<file path="src/rtl/branch_resolve_unit.sv">
// Branch resolution stage: evaluates conditional branches and jumps, produces the
// redirect target, and trains a 2-bit bimodal predictor on resolved conditionals.
module branch_resolve_unit #(
  parameter int XLEN      = 32,
  parameter int BHT_DEPTH = 64
) (
  input  logic            clk,
  input  logic            rst,
  input  logic            BRUInValid,
  output logic            BRUInReady,
  input  logic [XLEN-1:0] BRURs1,
  input  logic [XLEN-1:0] BRURs2,
  input  logic [XLEN-1:0] BRUPC,
  input  logic [XLEN-1:0] BRUImm,
  input  logic [4:0]      BRUBrOp,
  input  logic            BRUPredTakenIn,
  input  logic [XLEN-1:0] BRUQueryPC,
  output logic            BRUPredTaken,
  output logic            BRUOutValid,
  input  logic            BRUOutReady,
  output logic            BRUNextPCSrc,
  output logic [XLEN-1:0] BRUNextPC,
  output logic [XLEN-1:0] BRULink,
  output logic            BRUMispredict,
  output logic [31:0]     BRUMispredCount
);

  localparam int IDX = $clog2(BHT_DEPTH);

  typedef enum logic [4:0] {
    OP_BEQ  = 5'b00000,
    OP_BNE  = 5'b00001,
    OP_BLT  = 5'b00100,
    OP_BGE  = 5'b00101,
    OP_BLTU = 5'b00110,
    OP_BGEU = 5'b00111,
    OP_JAL  = 5'b01111,
    OP_JALR = 5'b10111
  } br_op_e;

  logic [1:0]      bht [BHT_DEPTH];
  br_op_e          op;
  logic            is_cond;
  logic            is_jump;
  logic            is_jalr;
  logic            cond_true;
  logic            taken;
  logic            mispredict;
  logic            accept;
  logic [XLEN-1:0] pc_plus_imm;
  logic [XLEN-1:0] rs1_plus_imm;
  logic [XLEN-1:0] target;
  logic [XLEN-1:0] link;
  logic [IDX-1:0]  upd_idx;
  logic [1:0]      ctr_next;
  logic            unused_query_bits;

  assign op           = br_op_e'(BRUBrOp);
  assign pc_plus_imm  = BRUPC + BRUImm;
  assign rs1_plus_imm = BRURs1 + BRUImm;
  assign link         = BRUPC + XLEN'(4);
  assign upd_idx      = BRUPC[IDX+1:2];

  // NOTE: every signal driven here gets a default before the case, so no path
  // leaves one unassigned and no latch is inferred.
  always_comb begin
    is_cond   = 1'b0;
    is_jump   = 1'b0;
    is_jalr   = 1'b0;
    cond_true = 1'b0;
    case (op)
      OP_BEQ:  begin is_cond = 1'b1; cond_true = (BRURs1 == BRURs2); end
      OP_BNE:  begin is_cond = 1'b1; cond_true = (BRURs1 != BRURs2); end
      OP_BLT:  begin is_cond = 1'b1; cond_true = ($signed(BRURs1) <  $signed(BRURs2)); end
      OP_BGE:  begin is_cond = 1'b1; cond_true = ($signed(BRURs1) >= $signed(BRURs2)); end
      OP_BLTU: begin is_cond = 1'b1; cond_true = (BRURs1 <  BRURs2); end
      OP_BGEU: begin is_cond = 1'b1; cond_true = (BRURs1 >= BRURs2); end
      OP_JAL:  is_jump = 1'b1;
      OP_JALR: begin is_jump = 1'b1; is_jalr = 1'b1; end
      default: ;
    endcase
  end

  assign taken      = is_jump | (is_cond & cond_true);
  assign target     = is_jalr ? {rs1_plus_imm[XLEN-1:1], 1'b0} : pc_plus_imm;
  assign mispredict = (taken != BRUPredTakenIn);

  assign BRUInReady = !BRUOutValid | BRUOutReady;
  assign accept     = BRUInValid & BRUInReady;

  // Saturating update of the counter addressed by the request PC.
  always_comb begin
    ctr_next = bht[upd_idx];
    if (taken) begin
      if (bht[upd_idx] != 2'b11) ctr_next = bht[upd_idx] + 2'd1;
    end else begin
      if (bht[upd_idx] != 2'b00) ctr_next = bht[upd_idx] - 2'd1;
    end
  end

  // The array is read before the edge, so a same-edge update is not yet visible.
  assign BRUPredTaken      = bht[BRUQueryPC[IDX+1:2]][1];
  assign unused_query_bits = ^{BRUQueryPC[XLEN-1:IDX+2], BRUQueryPC[1:0]};

  // NOTE: state uses non-blocking assignments so every register samples the
  // pre-edge values regardless of statement order.
  always_ff @(posedge clk) begin
    if (rst) begin
      BRUOutValid     <= 1'b0;
      BRUNextPCSrc    <= 1'b0;
      BRUNextPC       <= '0;
      BRULink         <= '0;
      BRUMispredict   <= 1'b0;
      BRUMispredCount <= '0;
      // NOTE: the predictor array is reset because weakly-not-taken is an
      // architectural starting point, not a don't-care.
      for (int i = 0; i < BHT_DEPTH; i++) bht[i] <= 2'b01;
    end else begin
      if (accept) begin
        BRUOutValid   <= 1'b1;
        BRUNextPCSrc  <= taken;
        BRUNextPC     <= taken ? target : link;
        BRULink       <= link;
        BRUMispredict <= mispredict;
      end else if (BRUOutReady) begin
        BRUOutValid <= 1'b0;
      end
      if (accept && mispredict) BRUMispredCount <= BRUMispredCount + 32'd1;
      if (accept && is_cond) bht[upd_idx] <= ctr_next;
    end
  end

endmodule
</file>
<file path="config.mk">
export PLATFORM = sky130hd
export DESIGN_NAME = branch_resolve_unit
export DESIGN_NICKNAME = d
export VERILOG_FILES = /design/src/rtl/branch_resolve_unit.sv
export SDC_FILE = /design/constraint.sdc
export NUM_CORES = 1
export LEC_CHECK = 0
export ABC_AREA = 1
export BUFFER_PORTS_ARGS = -buffer_cell sky130_fd_sc_hd__buf_4
export CAP_MARGIN = 20
export CORE_UTILIZATION = 58
export DETAILED_ROUTE_END_ITERATION = 12
export PLACE_DENSITY = 0.82
export SYNTH_ARGS = -nofsm -noshare
export SYNTH_HDL_FRONTEND = slang
export SYNTH_SLANG_ARGS = --single-unit
</file>
<file path="constraint.sdc">
create_clock -name clk -period 3.7 [get_ports clk]
set_input_delay 1.11 -clock clk [delete_from_list [all_inputs] [get_ports clk]]
set_output_delay 1.11 -clock clk [all_outputs]
set_load 0.01 [all_outputs]
</file>
# Word-level counts from Yosys, hierarchy flattened
# Memories as Yosys holds them, arrays and structs flattened.
# Index checks and enable logic that the tools add are counted.
# word_totals
mem_bits_rw	128
inputBits	170
regBits	99
word_cells	60
mem_count	1
output_inout_bits	101
# mem_list
name	depth	word_bits	rd	rd_clocked_by_memory_dff	wr	line	text
bht	64	2	2	0	64	41	logic [1:0] bht [BHT_DEPTH];
# op_classes
eq_ne	11
reduce_logical	9
magnitude_cmp	4
add_sub_neg	6
n_bitwise	4
n_mux	19
# ops
op	count
$add 32x32->32	2
$ge 32x32->1	2
$lt 32x32->1	2
$mux 32	2
$add 32x1->32 const B	1
$add 32x3->32 const B	1
$eq 32x32->1	1
$ne 32x32->1	1
$eq 5x3->1 const B	4
$mux 1	11
$mux 2	4
$mux 6	1
$pmux 1 s6	1
$reduce_or 6->1	1
$eq 5x1->1 const B	1
$eq 5x4->1 const B	1
$eq 5x5->1 const B	1
$logic_not 5->1	1
$reduce_bool 2->1	2
$reduce_or 2->1	2
$add 2x1->2 const B	1
$and 1x1->1	2
$logic_and 1x1->1	2
$ne 2x2->1 const B	1
4 further kinds	5

# Logic depth before layout (Yosys ltp)
# logic_depth
ltp_word	9
depth_mapped	25
ltp_nobuf	24

# Worst setup path before layout
# OpenSTA, ideal clock, no wires.
# synth_path
path_kind	input to output
startpoint	input BRUQueryPC[2]
endpoint	output BRUPredTaken
path_buffers	2
arrival_ps	2506
cell_stages	8
setup_slack_ps	84
required_time_ps	2590
path_cell_list	clkbuf_1 > inv_1 > clkbuf_1 > nor2_1 > o21ai_0 > nor2_1 > o311a_1 > o31ai_1
# synth_between
elab_chain_cells	1
# synth_lines
element	line	text
from (decl)	17	input logic [XLEN-1:0] BRUQueryPC,
$mem_v2 64x2	n/a	
to (decl)	18	output logic BRUPredTaken,
# No other way between the ends.

# Worst setup path after layout
# Ends and elaborated chain as after synthesis.

==> metrics.yaml <==
die:
  die-height_um: 173
  dieWidth_um: 173
  initial_core_util_pct: 58.9
  rows: 62
  core_um2: 28700
  dieArea_um2: 29800
  ios: 271
layout:
  final_common_cell: "nand2_1"
  nets: 3029
  syn2layout_area_growth_pct: 24.0
  regArea_um2: 5830
  drive_above_1_share_pct: 16.5
  multiInputGateArea_um2: 9520
  fill_cells: 2335
  final_cell_mix: "540 x nand2_1, 354 x buf_4, 332 x nor2_1, 310 x inv_1, 182 x a21oi_1"
worst_setup_path:
  path_class: "input pin to output port"
  cp.required_ns: 2.59
  start_kind: "input pin"
  cp-startpoint: "BRUQueryPC[2]"
  cp.arrival_ns: 2.55
  end_kind: "output port"
  r2r-start: "BRUOutValid"
  cp_max_fo: 33
pwr:
  p_total_mw: 7.10
  leakage_nw: 9.18
  irDropWorstVdd_uv: 310
  p_per_area_nw_per_um2: 339
cts:
  cts_max_path_buffers: 3
  post_cts_buffers: 0
  tritoncts: "built"
  path_clk_slew_ns: 0.06
  hold_buffers: 0
  cts_root_buf: "clkbuf_16"
  cts.sinks: 227
  clkLatencyLatePin_ns: 0.54
  cts_max_level: 1
  cts_buffers: 25
timing:
  fin_crit_sh_pct: 98.9
  fin_ws_ns: 0.0414
  fin_crit_ns: 3.66
  slew-limit-headroom_pct: 48.4
  final-hold-violation-count: 0
  tightest_slew_ns: 0.774
  setup_violations: 0
  slew_viol_final: 0
  skew_ns: 0.0351
  max_freq_ghz: 0.273
synthesis:
  synth-compound-area-share_pct: 14.7
  synthXorXnorAreaFrac_pct: 4.04
  syn_inst: 2451
  synth_top_family_by_area: "simple AND/OR/NAND/NOR gates"
  seq_area_frac_synth_pct: 34.5
  ys.warnings.count: 0
  synthDistinctLibCells: 49
  synth_fa_ha_area_share_pct: 7.27
  ys_ff_latch: 227
  synth-edff-count: 128
  muxShareOfSynthArea_pct: 0
  synthSimpleGateAreaFrac_pct: 30.0
  yosys_most_used_dff: "edfxtp_1"
  syn_avg_cell_area_um2: 6.89
  synthArstFlopShare_pct: 0
  syn_nets: 2718
  synth_area_um2: 16900
placed_design:
  io_buffers: 244
  place_congestion: 1.01
  dp_hpwl_mm: 46.9
  pre_cts_slack_ns: -0.351
drt:
  drt-total-wl_mm: 62.2
  drtAntennaViolNets: 0
  vias: 19005
  drc_errors: 0
  wl_met1_mm: 22.1
  first_iter_violations: 2267
  met2_length_mm: 28.7
  met3_length_mm: 6.37
  via_per_inst: 6.00
  highest_layer: "met5"
  avgRoutedWirePerCell_um: 19.7
  drtPass1Iterations: 7
global_route:
  grt_usage_pct: 40.4
  grt_max_degree: 69
  grt_pass1_vias: 18101
  grt_pass1_wl_mm: 95.3
  grt_overflow: 0
  antenna_found_initial: 4
hold_path:
  min_path_type: "register to register"
  hp-start: "BRUNextPC[4]"
outcome:
  status: "finished, final reports clean"
run:
  cap_viol_max_count: 0
registers in the layout, indices dropped and copies added, names as in the netlist:
register	count
BRUNextPC	32
BRUOutValid	1
BRUMispredCount	32
BRUNextPCSrc	1
BRUMispredict	1
bht	128
BRULink	32
worst max-delay path: stages:
cell,delay (ns)
buf_4,0.13
buf_12,0.15
nand2_1,0.08
o21ai_0,0.08
a221oi_1,0.41
o22ai_1,0.18
nor2_1,0.16
o31ai_2,0.08
buf_4,0.15
area by class of cell:
type / instances / share of cell area [%]
multi-input cells: 1808 / 45.4
flip-flops and latches: 227 / 27.8
clock buffers: 34 / 3.34
inverters: 323 / 5.79
well taps: 384 / 2.29
repair buffers: 377 / 14.8
diodes: 3 / 0.0358
clock inverters: 9 / 0.520
per-layer routing:
| metal | vias to the layer above | track usage, % |
|---|---|---|
| li1 | 8800 | - |
| met1 | 8643 | 46.7 |
| met2 | 1230 | 67.6 |
| met4 | 2 | 29.1 |
| met5 | - | 0 |
| met3 | 330 | 7.50 |
logic make-up after synthesis:
| group | count (synthesis) |
|---|---|
| AO/OA/AOI/OAI | 430 |
| AND/OR/NAND/NOR | 1203 |
| XOR/XNOR | 78 |
| adder cells (fa/ha/maj) | 97 |
| flip-flops | 227 |
| buffers and inverters | 416 |
power breakdown:
group	internal [mW]	switching [mW]
Clock	1.46	1.04
Sequential	2.74	0.0542
Combinational	0.700	1.10
Total	4.90	2.19
stage by stage:
step | hold slack [ns] | util (%) | setup TNS [ns] | cells | cell area (um^2)
2_1_floorplan | 0.490 | - | 0 | 2451 | 16900
3_3_place_gp | 0.457 | 69.9 | -38.90 | 3118 | 20100
3_5_place_dp | 0.460 | 69.9 | -42.28 | 3118 | 20100
4_1_cts | 0.472 | 72.7 | 0 | 3161 | 20900
5_1_grt | 0.492 | 73.0 | -0.0170 | 3162 | 20900
6_report | 0.470 | 73.0 | 0 | 3165 | 21000
worst paths after layout:
| path | end | slack, ns | depth (start not counted) |
|---|---|---|---|
| max reg2reg | bht[41][0] | 1.17 | 10 |
| min | BRUNextPC[4] | 0.47 | 2 |
| max | BRUPredTaken | 0.04 | 9 |
| min reg2reg | BRUNextPC[4] | 0.47 | 2 |
timing repair:
item / in CTS / in global routing
hold endpoints to repair: 0 / 0
setup endpoints to repair: 0 / 178
resized for setup: 0 / 21
synthesized netlist by cell type, types with 2 or more instances:
cell type,count,area share [%]
nand2_1,543,12
nor2_1,334,7.4
inv_1,312,6.9
a21oi_1,183,5.4
nand3_1,182,5.4
o21ai_0,139,4.1
edfxtp_1,128,23
dfxtp_1,99,12
ha_1,95,7.0
clkbuf_1,65,1.4
nand4_1,64,2.4
xor2_1,56,2.9
nor3_1,47,1.4
xnor2_1,22,1.1
a221oi_1,16,0.83
a22oi_1,15,0.67
o211ai_1,14,0.62
nor4_1,13,0.48
o21bai_1,13,0.58
buf_1,11,0.24
inv_2,11,0.24
buf_2,10,0.30
or2_2,9,0.33
a21o_1,7,0.31
buf_4,7,0.31
a22o_1,6,0.31
a21boi_0,5,0.22
o31ai_1,5,0.22
nand3_2,4,0.24
o221a_2,4,0.27
o221ai_1,4,0.21
o22ai_1,4,0.15
a31oi_1,3,0.11
fa_1,2,0.24
nand3b_1,2,0.089
nor3b_1,2,0.089
o2111ai_1,2,0.10
o2bb2ai_1,2,0.10
No activity file was read; power rests on OpenSTA's default activity.
